===== src/rtl/sl_seq_pkg.sv =====
// sl_seq_pkg: shared types and sizes for the array command sequencer.
//   sl_seq_state_e : sequencer FSM states
//   SL_NUM_LINES   : converter lines scanned per read
//   SL_BYTE_W      : width of one DAC/ADC code
//   SL_RSP_W       : width of a packed read response
//   sl_max()       : elaboration-time max helper for counter sizing
package sl_seq_pkg;

  localparam int SL_NUM_LINES = 8;
  localparam int SL_BYTE_W    = 8;
  localparam int SL_RSP_W     = SL_NUM_LINES * SL_BYTE_W;
  localparam int SL_ADDR_W    = $clog2(SL_NUM_LINES);

  typedef enum logic [2:0] {
    IDLE,
    WR_LOAD,
    WR_DRIVE,
    RD_SETTLE,
    RD_LOCK,
    RD_SCAN,
    RSP
  } sl_seq_state_e;

  function automatic int sl_max(input int a, input int b);
    return (a > b) ? a : b;
  endfunction

endpackage


===== src/rtl/sl_cycle_timer.sv =====
// sl_cycle_timer: loadable down-counter that times how long a state lasts.
//   sys_clk, sys_rst_n : clock, async active-low reset
//   load, load_val     : load the cycle count on state entry
//   done               : high in the last cycle of the timed interval (count == 1)
// Loading N gives N cycles: the count reads N..1 and the owner leaves on 1.
module sl_cycle_timer #(
  parameter int CNT_W = 3
) (
  input  logic             sys_clk,
  input  logic             sys_rst_n,
  input  logic             load,
  input  logic [CNT_W-1:0] load_val,
  output logic             done
);

  logic [CNT_W-1:0] cnt_q;

  always_ff @(posedge sys_clk or negedge sys_rst_n) begin
    if (!sys_rst_n)            cnt_q <= '0;
    else if (load)             cnt_q <= load_val;
    else if (cnt_q != '0)      cnt_q <= cnt_q - CNT_W'(1);
  end

  assign done = (cnt_q == CNT_W'(1));

endmodule


===== src/rtl/sl_array_sequencer.sv =====
// sl_array_sequencer: turns byte-level write/read commands into the ordered
// mode / latch / data / address control of the 8-line array converter.
//   sys_clk, sys_rst_n          : clock, async active-low reset
//   cmd_valid/cmd_ready         : command handshake; cmd_write selects write,
//                                 cmd_data carries the DAC code
//   rsp_valid/rsp_ready/rsp_data: 64-bit read response, byte k = line k
//   busy                        : sequencer not idle
//   read_mode, adc_lock_en,
//   dac_lock_en, digital_data,
//   addr                        : converter controls (all registered)
//   digital_read                : ADC byte selected by addr
module sl_array_sequencer
  import sl_seq_pkg::*;
#(
  parameter int WR_PULSE_CYCLES  = 4,
  parameter int RD_SETTLE_CYCLES = 2
) (
  input  logic                 sys_clk,
  input  logic                 sys_rst_n,
  input  logic                 cmd_valid,
  output logic                 cmd_ready,
  input  logic                 cmd_write,
  input  logic [SL_BYTE_W-1:0] cmd_data,
  output logic                 rsp_valid,
  input  logic                 rsp_ready,
  output logic [SL_RSP_W-1:0]  rsp_data,
  output logic                 busy,
  output logic                 read_mode,
  output logic                 adc_lock_en,
  output logic                 dac_lock_en,
  output logic [SL_BYTE_W-1:0] digital_data,
  output logic [SL_ADDR_W-1:0] addr,
  input  logic [SL_BYTE_W-1:0] digital_read
);

  localparam int DUR_W  = $clog2(sl_max(WR_PULSE_CYCLES, RD_SETTLE_CYCLES) + 1);
  localparam int SCAN_W = $clog2(SL_NUM_LINES + 1);
  localparam logic [DUR_W-1:0]  WR_LD   = DUR_W'(WR_PULSE_CYCLES);
  localparam logic [DUR_W-1:0]  RD_LD   = DUR_W'(RD_SETTLE_CYCLES);
  localparam logic [SCAN_W-1:0] SCAN_LD = SCAN_W'(SL_NUM_LINES);

  sl_seq_state_e state_q, state_d;

  logic             dur_load, dur_done;
  logic [DUR_W-1:0] dur_val;
  logic             scan_load, scan_done;

  logic [SL_NUM_LINES-1:0][SL_BYTE_W-1:0] rsp_q;

  // Duration timer shared by WR_DRIVE and RD_SETTLE (never active together);
  // the scan gets its own instance since 8 may exceed the duration width.
  sl_cycle_timer #(.CNT_W(DUR_W)) u_dur_timer (
    .sys_clk   (sys_clk),
    .sys_rst_n (sys_rst_n),
    .load      (dur_load),
    .load_val  (dur_val),
    .done      (dur_done)
  );

  sl_cycle_timer #(.CNT_W(SCAN_W)) u_scan_timer (
    .sys_clk   (sys_clk),
    .sys_rst_n (sys_rst_n),
    .load      (scan_load),
    .load_val  (SCAN_LD),
    .done      (scan_done)
  );

  always_ff @(posedge sys_clk or negedge sys_rst_n) begin
    if (!sys_rst_n) state_q <= IDLE;
    else            state_q <= state_d;
  end

  // Next state; timers are loaded on the edge that enters the timed state.
  always_comb begin
    state_d   = state_q;
    dur_load  = 1'b0;
    dur_val   = '0;
    scan_load = 1'b0;
    case (state_q)
      IDLE: begin
        if (cmd_valid) begin
          if (cmd_write) begin
            state_d = WR_LOAD;
          end else begin
            state_d  = RD_SETTLE;
            dur_load = 1'b1;
            dur_val  = RD_LD;
          end
        end
      end
      WR_LOAD: begin
        state_d  = WR_DRIVE;
        dur_load = 1'b1;
        dur_val  = WR_LD;
      end
      WR_DRIVE:  if (dur_done) state_d = IDLE;
      RD_SETTLE: if (dur_done) state_d = RD_LOCK;
      RD_LOCK: begin
        state_d   = RD_SCAN;
        scan_load = 1'b1;
      end
      RD_SCAN:   if (scan_done) state_d = RSP;
      RSP:       if (rsp_ready) state_d = IDLE;
      default:   state_d = IDLE;
    endcase
  end

  // Every output is a flop decoded from the state being entered, so each
  // control lines up with its state cycle without combinational glitches.
  always_ff @(posedge sys_clk or negedge sys_rst_n) begin
    if (!sys_rst_n) begin
      cmd_ready    <= 1'b1;
      busy         <= 1'b0;
      read_mode    <= 1'b1;
      adc_lock_en  <= 1'b0;
      dac_lock_en  <= 1'b0;
      rsp_valid    <= 1'b0;
      digital_data <= '0;
      addr         <= '0;
      rsp_q        <= '0;
    end else begin
      cmd_ready   <= (state_d == IDLE);
      busy        <= (state_d != IDLE);
      read_mode   <= !((state_d == WR_LOAD) || (state_d == WR_DRIVE));
      dac_lock_en <= (state_d == WR_LOAD);
      adc_lock_en <= (state_d == RD_LOCK);
      rsp_valid   <= (state_d == RSP);
      // addr is 0 on scan entry and steps once per scan cycle
      addr        <= ((state_q == RD_SCAN) && (state_d == RD_SCAN)) ?
                     addr + SL_ADDR_W'(1) : '0;
      if (state_d == WR_LOAD) digital_data <= cmd_data;
      // digital_read follows the registered addr, so byte k lands at the
      // end of the cycle that presents addr = k
      if (state_q == RD_SCAN) rsp_q[addr] <= digital_read;
    end
  end

  assign rsp_data = rsp_q;

endmodule


===== config.mk =====
export PLATFORM = sky130hd
export DESIGN_NAME = sl_array_sequencer
export DESIGN_NICKNAME = d
export VERILOG_FILES = /design/src/rtl/sl_seq_pkg.sv /design/src/rtl/sl_cycle_timer.sv /design/src/rtl/sl_array_sequencer.sv
export SDC_FILE = /design/constraint.sdc
export NUM_CORES = 1
export LEC_CHECK = 0
export CAP_MARGIN = 20
export CORE_MARGIN = 5
export CORE_UTILIZATION = 40
export CTS_BUF_LIST = sky130_fd_sc_hd__clkbuf_4 sky130_fd_sc_hd__clkbuf_8 sky130_fd_sc_hd__clkbuf_16
export DETAILED_ROUTE_END_ITERATION = 10
export PLACE_DENSITY = 0.71
export SLEW_MARGIN = 15
export SYNTH_ARGS = -nofsm -noshare
export SYNTH_HDL_FRONTEND = slang
export SYNTH_HIERARCHICAL = 1
export SYNTH_SLANG_ARGS = --single-unit

===== constraint.sdc =====
create_clock -name sys_clk -period 5 [get_ports sys_clk]
set_input_delay 0.5 -clock sys_clk [delete_from_list [all_inputs] [get_ports sys_clk]]
set_output_delay 0.5 -clock sys_clk [all_outputs]
set_load 0.03 [all_outputs]

; Word level (Yosys, flattened, before mapping)
; Cells that the tools add are included.
; W data, S select, Z words.
[totals]
regBits = 91
in_bits = 21
out_inout_bits = 81
elab_cells = 70
[classes]
addsub = 3
magnitude_cmp = 2
eq_ne = 13
n_mux = 22
n_reduce_logical = 11
[op_table]
columns = op, count
row1 = $bwmux W64, 1
row2 = $demux W8 S3, 1
row3 = $mux W3, 8
row4 = $pmux W3 S7, 1
row5 = $eq A3 B3 Y1 const B, 6
row6 = $eq A3 B1 Y1 const B, 3
row7 = $eq A3 B2 Y1 const B, 3
row8 = $mux W4, 2
row9 = $mux W8, 1
row10 = $logic_not A3 Y1, 2
row11 = $mux W2, 3
row12 = $pmux W3 S2, 1
row13 = $reduce_bool A3 Y1, 2
row14 = $eq A4 B1 Y1 const B, 1
row15 = $lt A3 B4 Y1 const B, 1
row16 = $reduce_bool A2 Y1, 2
row17 = $reduce_bool A4 Y1, 1
row18 = $sub A4 B1 Y4 const B, 1
row19 = $add A3 B1 Y3 const B, 1
row20 = $ge A3 B1 Y1 const B, 1
row21 = $mux W1, 3
row22 = $sub A3 B1 Y3 const B, 1
row23 = $logic_and A1 B1 Y1, 2
row24 = $pmux W1 S2, 1
row25 = 2 further kinds, 2

; Depth between registers and ports, before layout
; Gate-level depths: netlist of run 1.
[logic_depth]
ltp_word = 6
depth_mapped = 7
ltp_nobuf = 7

; Modules after synthesis
; The synthesis of run 1 kept the hierarchy.
[by_module_without_submodules]
columns = mod, instances, cells_each, area_per_inst_um2, seq_area_each_um2
row1 = sl_array_sequencer, 1, 221, 3294.4, 2104.5
row2 = sl_cycle_timer (u_scan_timer), 1, 24, 265.3, 100.1
row3 = sl_cycle_timer (u_dur_timer), 1, 22, 219.0, 75.1

; Worst setup path after synthesis of run 1
; Ideal clock, no wire load.
[synth_path]
path_kind = reg-to-reg
startpoint = register u_scan_timer.cnt_q[1]
endpoint = register digital_data[0]
setup_time_ps = 125
t_arrival_ps = 1939
required_time_ps = 4875
setup_slack_ps = 2936
path_stages_with_launch = 8
n_path_buf = 0
synth_period_minus_slack_ps = 2064
cell_sequence = dfrtp_1 inv_1 ha_1 nor3b_1 and3b_1 a311o_1 a211oi_4 mux2_2
[synth_via]
elab_chain_len = 4
[synth_rtl]
columns = item, line_no
row1 = "start, declared", sl_cycle_timer.sv:16  ; logic [CNT_W-1:0] cnt_q;
row2 = "start signal, assigned", sl_cycle_timer.sv:20  ; else if (load) cnt_q <= load_val;
row3 = "start signal, assigned", sl_cycle_timer.sv:21  ; else if (cnt_q != '0) cnt_q <= cnt_q - CNT_W'(1);
row4 = $eq A4 B1 Y1, sl_cycle_timer.sv:24  ; assign done = (cnt_q == CNT_W'(1));
row5 = named net scan_done, sl_array_sequencer.sv:46  ; logic scan_load, scan_done;
row6 = $mux W3, sl_array_sequencer.sv:102  ; RD_SCAN: if (scan_done) state_d = RSP;
row7 = $pmux W3 S7, sl_array_sequencer.sv:79  ; case (state_q)
row8 = $eq A3 B1 Y1, sl_array_sequencer.sv:131  ; if (state_d == WR_LOAD) digital_data <= cmd_data;
row9 = "end signal, assigned", sl_array_sequencer.sv:131
row10 = "end, declared", sl_array_sequencer.sv:31  ; output logic [SL_BYTE_W-1:0] digital_data,
; The timed path passes the listed nets, and every way through them passes these cells.
; A chain may end at the register's enable or synchronous reset.

; Worst setup path in the final report of run 1
[layout_path]
startpoint = register state_q[0]
endpoint = register rsp_q (netlist bit rsp_data[29])
[layout_via]
elab_chain_len = 1
[layout_rtl]
columns = item, line_no
row1 = "start, declared", sl_array_sequencer.sv:42  ; sl_seq_state_e state_q, state_d;
row2 = "start signal, assigned", sl_array_sequencer.sv:70  ; else state_q <= state_d;
row3 = $eq A3 B3 Y1, sl_array_sequencer.sv:134  ; if (state_q == RD_SCAN) rsp_q[addr] <= digital_read;
row4 = "end signal, assigned by index", sl_array_sequencer.sv:134
row5 = "end, declared", sl_array_sequencer.sv:48  ; logic [SL_NUM_LINES-1:0][SL_BYTE_W-1:0] rsp_q;
; Every way passes these cells.

==> results of run 1 <==
-- area by class of cell --
type / instances / area [sq um] / area share
flip-flops and latches: 91 / 2280 / 0.4421
multi-input cells: 162 / 1439 / 0.2791
repair buffers: 103 / 1026 / 0.1990
well taps: 129 / 161.4 / 0.03130
clock buffers: 9 / 123.9 / 0.02402
clock inverters: 7 / 92.59 / 0.01796
inverters: 9 / 33.78 / 0.006552
-- repair_timing --
item	CTS	global route
endpoints found under the setup margin	0	0
endpoints found under the hold margin	14	0
gates resized for setup	0	0
hold buffers	1	0
-- per-stage QoR --
step	instances	total power, mW	hold WS (ns)
floorplan	270	1.557	0.2044
global placement	493	1.853	0.3975
detailed placement	493	1.879	0.4007
CTS	510	2.420	0.5130
global route	510	2.535	0.5277
finish	510	2.390	0.5107
-- worst min path at each step --
stage | start | endpoint | slack (ns) | depth (start not counted)
after floorplan | sys_rst_n | adc_lock_en | 0.20 | 0
after global placement | sys_rst_n | rsp_data[18] | 0.40 | 1
after detailed placement | sys_rst_n | rsp_data[18] | 0.40 | 1
after CTS | rsp_data[19] | rsp_data[19] | 0.51 | 1
after global routing | rsp_data[42] | rsp_data[42] | 0.53 | 1
final | rsp_data[19] | rsp_data[19] | 0.51 | 1
-- cells in the mapped netlist, drive strengths merged --
library cell  instances  share of area
nand4b                1         0.0023
a32oi                 1         0.0023
clkbuf                4         0.0040
and3b                 1         0.0023
nor2b                10          0.017
nor4b                 3         0.0070
a311oi                1         0.0023
nand2                 9         0.0089
a311o                 1         0.0026
or3b                  1         0.0023
inv                   9         0.0089
mux2                 73           0.22
nand2b                4         0.0066
conb                  2         0.0020
nor3b                 4          0.011
a31oi                 1         0.0017
or2b                  1         0.0020
xnor2                 3         0.0070
or3                   1         0.0017
nor3                  9          0.013
o31ai                 1         0.0020
buf                   4         0.0060
ha                    7          0.023
a211oi                1         0.0053
o21bai                1         0.0020
and3                  1         0.0017
dfrtp                89           0.59
o32a                  1         0.0026
nand4                 1         0.0017
and2                  1         0.0017
a221oi                1         0.0023
mux2i                 1         0.0026
a21oi                 3         0.0040
o21ai                 2         0.0026
nand3                 3         0.0040
nor2                  6         0.0060
and2b                 1         0.0023
a21o                  1         0.0020
dfstp                 2          0.014
a221o                 1         0.0026
-- worst max-delay path, cell delays in order (launching register included) --
cell and delay [ns]:
dfrtp_1 0.55, nor2b_1 0.39, nand3_1 0.15, nor2b_1 0.68, mux2_2 0.41
-- cells by family after synthesis --
| kind of cell | Yosys count | share of synthesized area |
|---|---|---|
| flip-flops | 91 | 0.6033 |
| AO/OA/AOI/OAI | 16 | 0.03444 |
| buffers and inverters | 17 | 0.01887 |
| multiplexers | 74 | 0.2202 |
| other | 2 | 0.001987 |
| XOR/XNOR | 3 | 0.006955 |
| adder cells (fa/ha/maj) | 7 | 0.02318 |
| AND/OR/NAND/NOR | 57 | 0.09106 |
-- power groups by stage --
stage	clock network, mW	registers (mW)	logic, mW
6_report	0.531	0.994	0.865
5_1_grt	0.580	1.02	0.937
4_1_cts	0.548	0.995	0.877
3_5_place_dp	0	1.01	0.873
3_3_place_gp	0	1.00	0.851
2_1_floorplan	0	1.16	0.395
-- state kept, by name, summed over array words and instances (netlist names) --
register and cells:
digital_data 8, u_dur_timer/cnt_q 3, u_scan_timer/cnt_q 4, adc_lock_en 1, rsp_valid 1, addr 3, rsp_data 64, read_mode 1
dac_lock_en 1, busy 1, cmd_ready 1, state_q 3
-- per-layer routing --
metal,GRT usage,up-vias,share of wire
li1,-,1151,-
met1,0.1925,1240,0.43
met2,0.2507,73,0.50
met3,0.03733,10,0.056
met4,0.06119,0,0.017
met5,0,-,0
-- layout by cell type, fill, tap and decap left out, types with 2 or more instances in the layout --
cell             instances
nor4b_1                  3
ha_1                     7
o21ai_0                  2
nand2_1                  9
inv_6                    3
nor2_1                   6
clkdlybuf4s50_1        100
mux2_2                  73
inv_1                    9
buf_4                    2
nor3_1                   8
nand2b_1                 4
nor2b_1                 10
nand3_1                  3
xnor2_1                  3
dfstp_2                  2
dfrtp_1                 89
conb_1                   5
clkbuf_8                 9
a21oi_1                  3
nor3b_1                  3
==> flow_summary.yaml, run 1 <==
power_and_ir_drop:
  p_per_area_mw_per_mm2: 463.5
  internal_power_mw: 1.526
  power_frac_comb: 0.362
  seqPwrFrac: 0.416
  leakagePower_nw: 2.225
  switching_share: 0.3617
  clockPowerShare: 0.222
  p_switching_uw: 864.3
  peakVddDrop_mv: 0.3197
critical_path:
  worstPathRequired_ns: 5.25
  reg2reg_slack_ns: 2.72
  ff2ff_path_depth: 4
  rr_startpoint: "state_q[0]"
  crit_start: "state_q[0]"
  cp-end-kind: "flop"
  crit_end: "rsp_data[29]"
  crit_arrival_ns: 2.52
  crit_fanout: 13
  start_kind: "flop"
  r2r_end: "rsp_data[29]"
  crit_type: "flop to flop"
sta:
  worst_pin_slew_ns: 0.8638
  setup_tns_ns: 0
  finalSetupViolCount: 0
  setup_slack_ns: 2.723
  drv_slew: 0
  min_period_ns: 2.277
  finalHoldViolations: 0
  fmax_mhz: 439.2
  rsz0062_at_grt: "no"
  fin_skew_ns: 0.01489
  timing.final.crit_share: 0.4554
  max_slew_margin: 0.4242
floorplan:
  start_util: 0.4089
  io_pins: 102
  core_area_sq_mm: 0.009240
  die_y_microns: 107.2
  std_cell_rows: 35
  die_w_microns: 107.2
  dieArea_sq_mm: 0.01149
placed_design:
  port_buffers: 101
  gp_congestion: 0.7769
  placed_cell_area_sq_mm: 0.004930
  dpl_worst_slack_ns: 2.480
  post-dp-hpwl_microns: 6110
clock_tree:
  tritoncts: "yes"
  clk_latency_ns: 0.36
  clkSinkCount: 91
  path_clk_slew_ns: 0.09
  clockBufferDepth: 2
  cts_buffers: 9
  ctsRootBufferMaster: "clkbuf_8"
  htreeDepth: 3
  post_cts_buffers: 0
status:
  outcome: "complete, no violations"
layout:
  fillCellCount: 789
  final_area_sq_mm: 0.005156
  drive_gt1_frac: 0.2546
  antenna_cells: 0
  syn2layout_area_growth_pct: 36.46
  fin_util: 0.5580
  nNetsFinal: 404
global_routing:
  grt_max_degree: 71
  track_usage: 0.1524
  antenna_found_initial: 0
  grt_pass1_wl_microns: 13630
  grt_overflow_total: 0
  grt_pass1_vias: 2575
logic_synthesis:
  synth_seq_cells: 91
  yosys_warnings: 6
  synth_cell_type_count: 43
  synthesis.area_sq_mm: 0.003779
  avgSynthCellArea_sq_um: 14.15
  synth-seq-area-share: 0.6033
  synth_cells: 267
route:
  wl_per_cell_microns: 16.66
  dr.first_iter.drc_count: 94
  drc_errors: 0
  antenna_left: 0
  routed_wl_microns: 8499
  via_count: 2474
  vias_per_cell: 4.851
  drt-pass1-iter-count: 4
run:
  maxCapViolations: 0
min_path:
  min-delay-path-class: "flop to flop"
(Power assumes the default switching activity.)
==> inputs of run 2 (changes only) <==
- PLACE_DENSITY: 0.71 -> 0.74
- clock period: 5 -> 1.93 ns (I/O delays scaled with it)
==> run 2 against run 1 <==
  * The flow now finishes with violations (setup timing)
  * Sequential share of layout area down 2.3 points
  * Critical path depth is 3 higher
  * Combinational power rose to 3.1 times the previous value
  * Cell count grew 5.7%
  * Via count grew 5.5%
  * Clock skew is 0.0015 ns higher
  * Die area unchanged
  * Power grew to 2.8 times the previous value
  * Hold slack got worse by 0.18 ns
  * Non-clock buffer count rose by 29
  * Global-route usage grew 0.84 points
  * Design area rose by 5.5%
  * Largest cell class unchanged
==> flow_summary.yaml, run 2 (synthesis results as in run 1) <==
placed_design:
  dp.cells: 519
  post-dp-hpwl_microns: 6465
  gp_congestion: 0.7338
  port_buffers: 101
route:
  routed_wl_microns: 8746
  wl_per_cell_microns: 16.23
  drc_errors: 0
  via_count: 2609
  dr.first_iter.drc_count: 56
  vias_per_cell: 4.840
  drt-pass1-iter-count: 4
  antenna_left: 0
power_and_ir_drop:
  leakagePower_nw: 2.388
  p_per_area_mw_per_mm2: 1209
  p_total_mw: 6.578
  peakVddDrop_mv: 0.8039
global_routing:
  grt_pass1_wl_microns: 14470
  track_usage: 0.1608
  grt_overflow_total: 0
  grt_max_degree: 40
  antenna_found_initial: 0
  grt_pass1_vias: 2786
critical_path:
  crit_type: "flop to flop"
  crit_arrival_ns: 2.31
  cp-end-kind: "flop"
  worstPathRequired_ns: 2.18
  crit_fanout: 10
  reg2reg_slack_ns: -0.13
  start_kind: "flop"
sta:
  fmax_mhz: 484.7
  max_slew_margin: 0.6664
  finalHoldViolations: 0
  setup_tns_ns: -0.9374
  worst_pin_slew_ns: 0.5004
  min_period_ns: 2.063
  drv_slew: 0
  setup_slack_ns: -0.1331
  fin_skew_ns: 0.01643
  finalSetupViolCount: 8
  rsz0062_at_grt: "yes"
  timing.final.crit_share: 1.069
  hold_slack_ns: 0.3321
run:
  maxCapViolations: 0
floorplan:
  die_y_microns: 107.2
  io_pins: 102
  std_cell_rows: 35
  core_area_sq_mm: 0.009240
  die_w_microns: 107.2
  start_util: 0.4089
  dieArea_sq_mm: 0.01149
layout:
  drive_gt1_frac: 0.3268
  nNetsFinal: 433
  mostFrequentLayoutCell: "clkdlybuf4s50_1"
  syn2layout_area_growth_pct: 44.01
  final_cell_mix: "clkdlybuf4s50_1 (100), dfrtp_1 (88), mux2_2 (70)"
  fillCellCount: 777
  instances_no_fill: 539
  largest_reg_flops: 64
  antenna_cells: 0
min_path:
  min-delay-path-class: "primary input to async pin"
clock_tree:
  clk_latency_ns: 0.36
  path_clk_slew_ns: 0.10
  tritoncts: "yes"
  clockBufferDepth: 2
  htreeDepth: 3
  clkSinkCount: 91
  cts_buffers: 9
  ctsRootBufferMaster: "clkbuf_8"
status:
  failed_checks: "setup timing"
  outcome: "complete, but fails checks"
## run 2: cell types whose count changed in the layout (fill, tap and decap cells not counted), moves of 2 or more
cell,before,now
mux2_4,0,3
buf_4,2,29
buf_12,0,2
mux2_2,73,70
## run 2: layout make-up
class	instances	area [sq um]	share of cell area
flip-flops and latches	91	2281	0.4192
multi-input cells	162	1481	0.2722
repair buffers	132	1269	0.2332
well taps	129	161.4	0.02966
clock buffers	10	137.6	0.02529
clock inverters	6	77.57	0.01426
inverters	9	33.78	0.006208
## run 2: metrics by stage
step / setup WS (ns) / instance area (sq um) / util
5_1_grt: -0.2135 / 5441 / 0.5889
6_report: -0.1331 / 5441 / 0.5889
3_5_place_dp: -0.1613 / 5150 / 0.5573
3_3_place_gp: -0.09506 / 5150 / 0.5573
2_1_floorplan: -0.1339 / 3790 / -
4_1_cts: -0.1565 / 5390 / 0.5833
## run 2: final timing paths
check / end / from / cells after the start
worst max-delay path: digital_data[4] / u_scan_timer/cnt_q[0] / 7
worst max register to register: digital_data[4] / u_scan_timer/cnt_q[0] / 7
worst min-delay path: rsp_data[35] / sys_rst_n / 2
min in group sys_clk: digital_data[6] / cmd_data[6] / 2
max in group asynchronous: read_mode / sys_rst_n / 3
worst min register to register: rsp_data[6] / rsp_data[6] / 1
## run 2: critical path, stage by stage (launching register included)
cell,delay (ns)
dfrtp_1,0.40
ha_2,0.18
nor3b_4,0.15
and3b_1,0.19
a311o_1,0.33
a211oi_4,0.23
buf_12,0.17
mux2_2,0.33
## run 2: power by group
group,leakage (nW),internal [mW],switching [mW]
Sequential,1.13,2.29,0.242
Combinational,1.15,1.35,1.34
Clock,0.107,0.661,0.700
## run 2: layer usage
layer  vias to the layer above  global-route usage  wire length [microns]
met5                         -                   0                      0
met4                         0             0.05023                    104
met3                         9             0.04816                    493
met2                        70              0.2601                   4348
met1                      1313              0.2077                   3799
li1                       1217                   -                      -
## run 2: repair_timing
item	4_1_cts	5_1_grt
pin swaps	0	3
hold buffers	1	0
gates resized for setup	1	11
endpoints found under the hold margin	36	0
setup endpoints to repair	9	28
buffers inserted	1	2
==> RTL edit, RTL diff (settings of run 2) <==
The 7 states of `sl_seq_state_e` get a one-hot encoding in 7 bits.
--- a/src/rtl/sl_seq_pkg.sv
+++ b/src/rtl/sl_seq_pkg.sv
@@ -13,10 +13,10 @@
 
-  typedef enum logic [2:0] {
-    IDLE,
-    WR_LOAD,
-    WR_DRIVE,
-    RD_SETTLE,
-    RD_LOCK,
-    RD_SCAN,
-    RSP
+  typedef enum logic [6:0] {
+    IDLE      = 7'b0000001,
+    WR_LOAD   = 7'b0000010,
+    WR_DRIVE  = 7'b0000100,
+    RD_SETTLE = 7'b0001000,
+    RD_LOCK   = 7'b0010000,
+    RD_SCAN   = 7'b0100000,
+    RSP       = 7'b1000000
   } sl_seq_state_e;
Behaviour: no difference found for any inputs over 10 cycles, from zero or initial values and one cycle with sys_rst_n low; not proved beyond that.
==> RTL edit against run 2 <==
  * Sequential cell count increased by 4
  * Synthesized area up 6.2%
  * The flow still finishes with violations (setup timing)
  * Core utilization down 1.0 points
  * Synthesized cell count increased by 4.9%
  * Setup slack improved by 0.010 ns
  * Routed wire length is 3.5% higher
  * Worst hold slack improved by 0.0054 ns
  * Sequential power barely moved
  * Maximum frequency is 0.50% higher
  * Power down 10%
  * Die area increased by 5.6%
  * Sequential share of layout area increased by 0.17 points
  * Final area up 4.0%
==> RTL edit: results (changes against run 2) <==
Run status
  • Status: finished, violations left
  • Failing checks: setup timing

STA
  • # setup viols final: 16 (+8)
  • Skew final: 0.01882 ns (+0.002388 ns)
  • Post-route setup slack: -0.1228 ns (+0.01030 ns)
  • Worst-Margin Slew: 0.5386 ns (+0.03821 ns)
  • Tcrit/Tclk final: 1.064 (-0.005338)

Clocking
  • Skew-Pair Late Insertion Delay: 0.36 ns (about the same)
  • Clock Tree Buf Depth: 2 (unchanged)
  • CTS clk-pin slew, worst paths: 0.11 ns
  • Cts bufs inserted: 9 (unchanged)
  • Root buf cell: clkbuf_8

Critical path
  • RR Endpoint: u_scan_timer/cnt_q[3]
  • Crit-path max cell delay: 0.56 ns (+0.16 ns)
  • Critical path fanouts, max: 5 (-5)
  • Slowest stage cell, crit path: or4_4
  • Cell family with most CP delay: simple AND/OR/NAND/NOR gates
  • Reg2reg start: state_q[3]
  • Worst reg2reg path depth: 5 (-2)

Pwr
  • Flip-flop and latch power: 2.52 mW (about the same)
  • Clock-net power: 1.28 mW (-6%)
  • Peak supply drop: 0.6230 mV (-23%)
  • Cell area power density: 1043 nW/um2 (-14%)
  • Leak pwr: 2.591 nW (+8.5%)
  • Switching part of the total: 0.3431 (-0.004117)

Placed design
  • Dpl hpwl: 6.755 mm (+4.5%)
  • Gp weighted congestion: 0.8266 (+13%)
  • Count of input and output buffers: 101 (unchanged)

Global routing
  • GR Util met2: 0.2522 (-0.007887)
  • M3 GR Usage: 0.03087 (-0.01730)
  • First-pass GRT wire length: 14.37 mm (-0.67%)
  • Initial antenna violation count: 0 (unchanged)
  • Number of global-route vias before repair: 2,804 (+0.65%)
  • GR peak layer: met2
  • Met1 usage: 0.2082 (+0.0004291)
  • Pin count of the biggest net entering global routing: 42 (+5.0%)
  • GRT Util Overall: 0.1550 (-0.005867)

Detailed routing
  • Wl on met1: 3.856 mm (+1.5%)
  • Drt total wl: 9.050 mm (+3.5%)
  • Top Layer Used: met4
  • Met3 wire len: 443 um (-10%)
  • DRT Pass-1 Iters: 4 (unchanged)
  • DR iter-0 viols: 140 (+150%)
  • Routed met2 length: 4.621 mm (+6.3%)
  • Routed vias: 2,712 (+3.9%)

Logic synthesis
  • Synth Area in Adders: 0.02183 (-0.001345)
  • Mux contribution to synthesized area: 0.2074 (-0.01278)
  • Most frequent cells after synthesis: dfrtp_1, mux2_2, nor2_1
  • Sequential share of the synthesized area: 0.5936 (-0.009737)
  • Number of distinct library cells after synthesis: 52 (+21%)
  • Ranking of synthesized cells by area: dfrtp_1, mux2_2, ha_1
  • Synth Area in XOR/XNOR: 0.008734 (+0.001780)
  • Compound-Gate Fraction of Synth Area: 0.03182 (-0.002622)

Cells and area
  • Share of cells above drive strength 1: 0.3389 (+0.01207)
  • Fill count: 805 (+3.6%)
  • Fin nets: 442 (+2.1%)
  • Max reg flops: 64 (unchanged)
  • Number of diodes: 0 (unchanged)
-- RTL edit: cell count changes in the layout (fill, tap and decap cells not counted), sizes merged, moves of 3 or more --
cell	before	now
buf	31	25
nor2b	10	4
nor3	9	3
nor2	6	15
dfrtp	89	92
and4	0	3
-- RTL edit: per-stage QoR --
step	setup slack, ns	cells	hold slack (ns)	cell area [um2]	setup TNS (ns)
after detailed placement	-0.1341	534	0.2146	5371	-0.5986
after global routing	-0.1588	552	0.3878	5657	-1.876
after floorplan	-0.1707	283	-0.1026	4039	-0.3566
after CTS	-0.1214	551	0.3479	5584	-0.6987
final	-0.1228	552	0.3376	5657	-0.7009
after global placement	-0.07294	534	0.2008	5371	-0.2246
-- RTL edit: area by class of cell --
class                      instances  area share
sequential                        95      0.4209
multi-input combinational        172      0.2891
timing repair buffer             126      0.2185
tap                              133     0.02942
clock buffer                      10     0.02433
clock inverter                     6     0.01062
inverter                          10    0.007078
-- RTL edit: timing repair --
item                                   CTS  global route
resized for setup                        2            12
gates cloned                             0             0
endpoints found under the hold margin   38             0
setup endpoints to repair               15            53
pin swaps                                0             1
hold buffers                             1             0
buffers inserted                         0             1
-- RTL edit: worst max path at each step --
stage,cells past startpoint,start,end,slack (ns)
4_1_cts,5,state_q[3],u_scan_timer/cnt_q[3],-0.12
3_3_place_gp,5,state_q[3],u_scan_timer/cnt_q[3],-0.07
3_5_place_dp,5,state_q[3],u_scan_timer/cnt_q[3],-0.13
2_1_floorplan,6,state_q[3],u_scan_timer/cnt_q[3],-0.17
6_report,5,state_q[3],u_scan_timer/cnt_q[3],-0.12
5_1_grt,5,state_q[3],u_scan_timer/cnt_q[3],-0.16
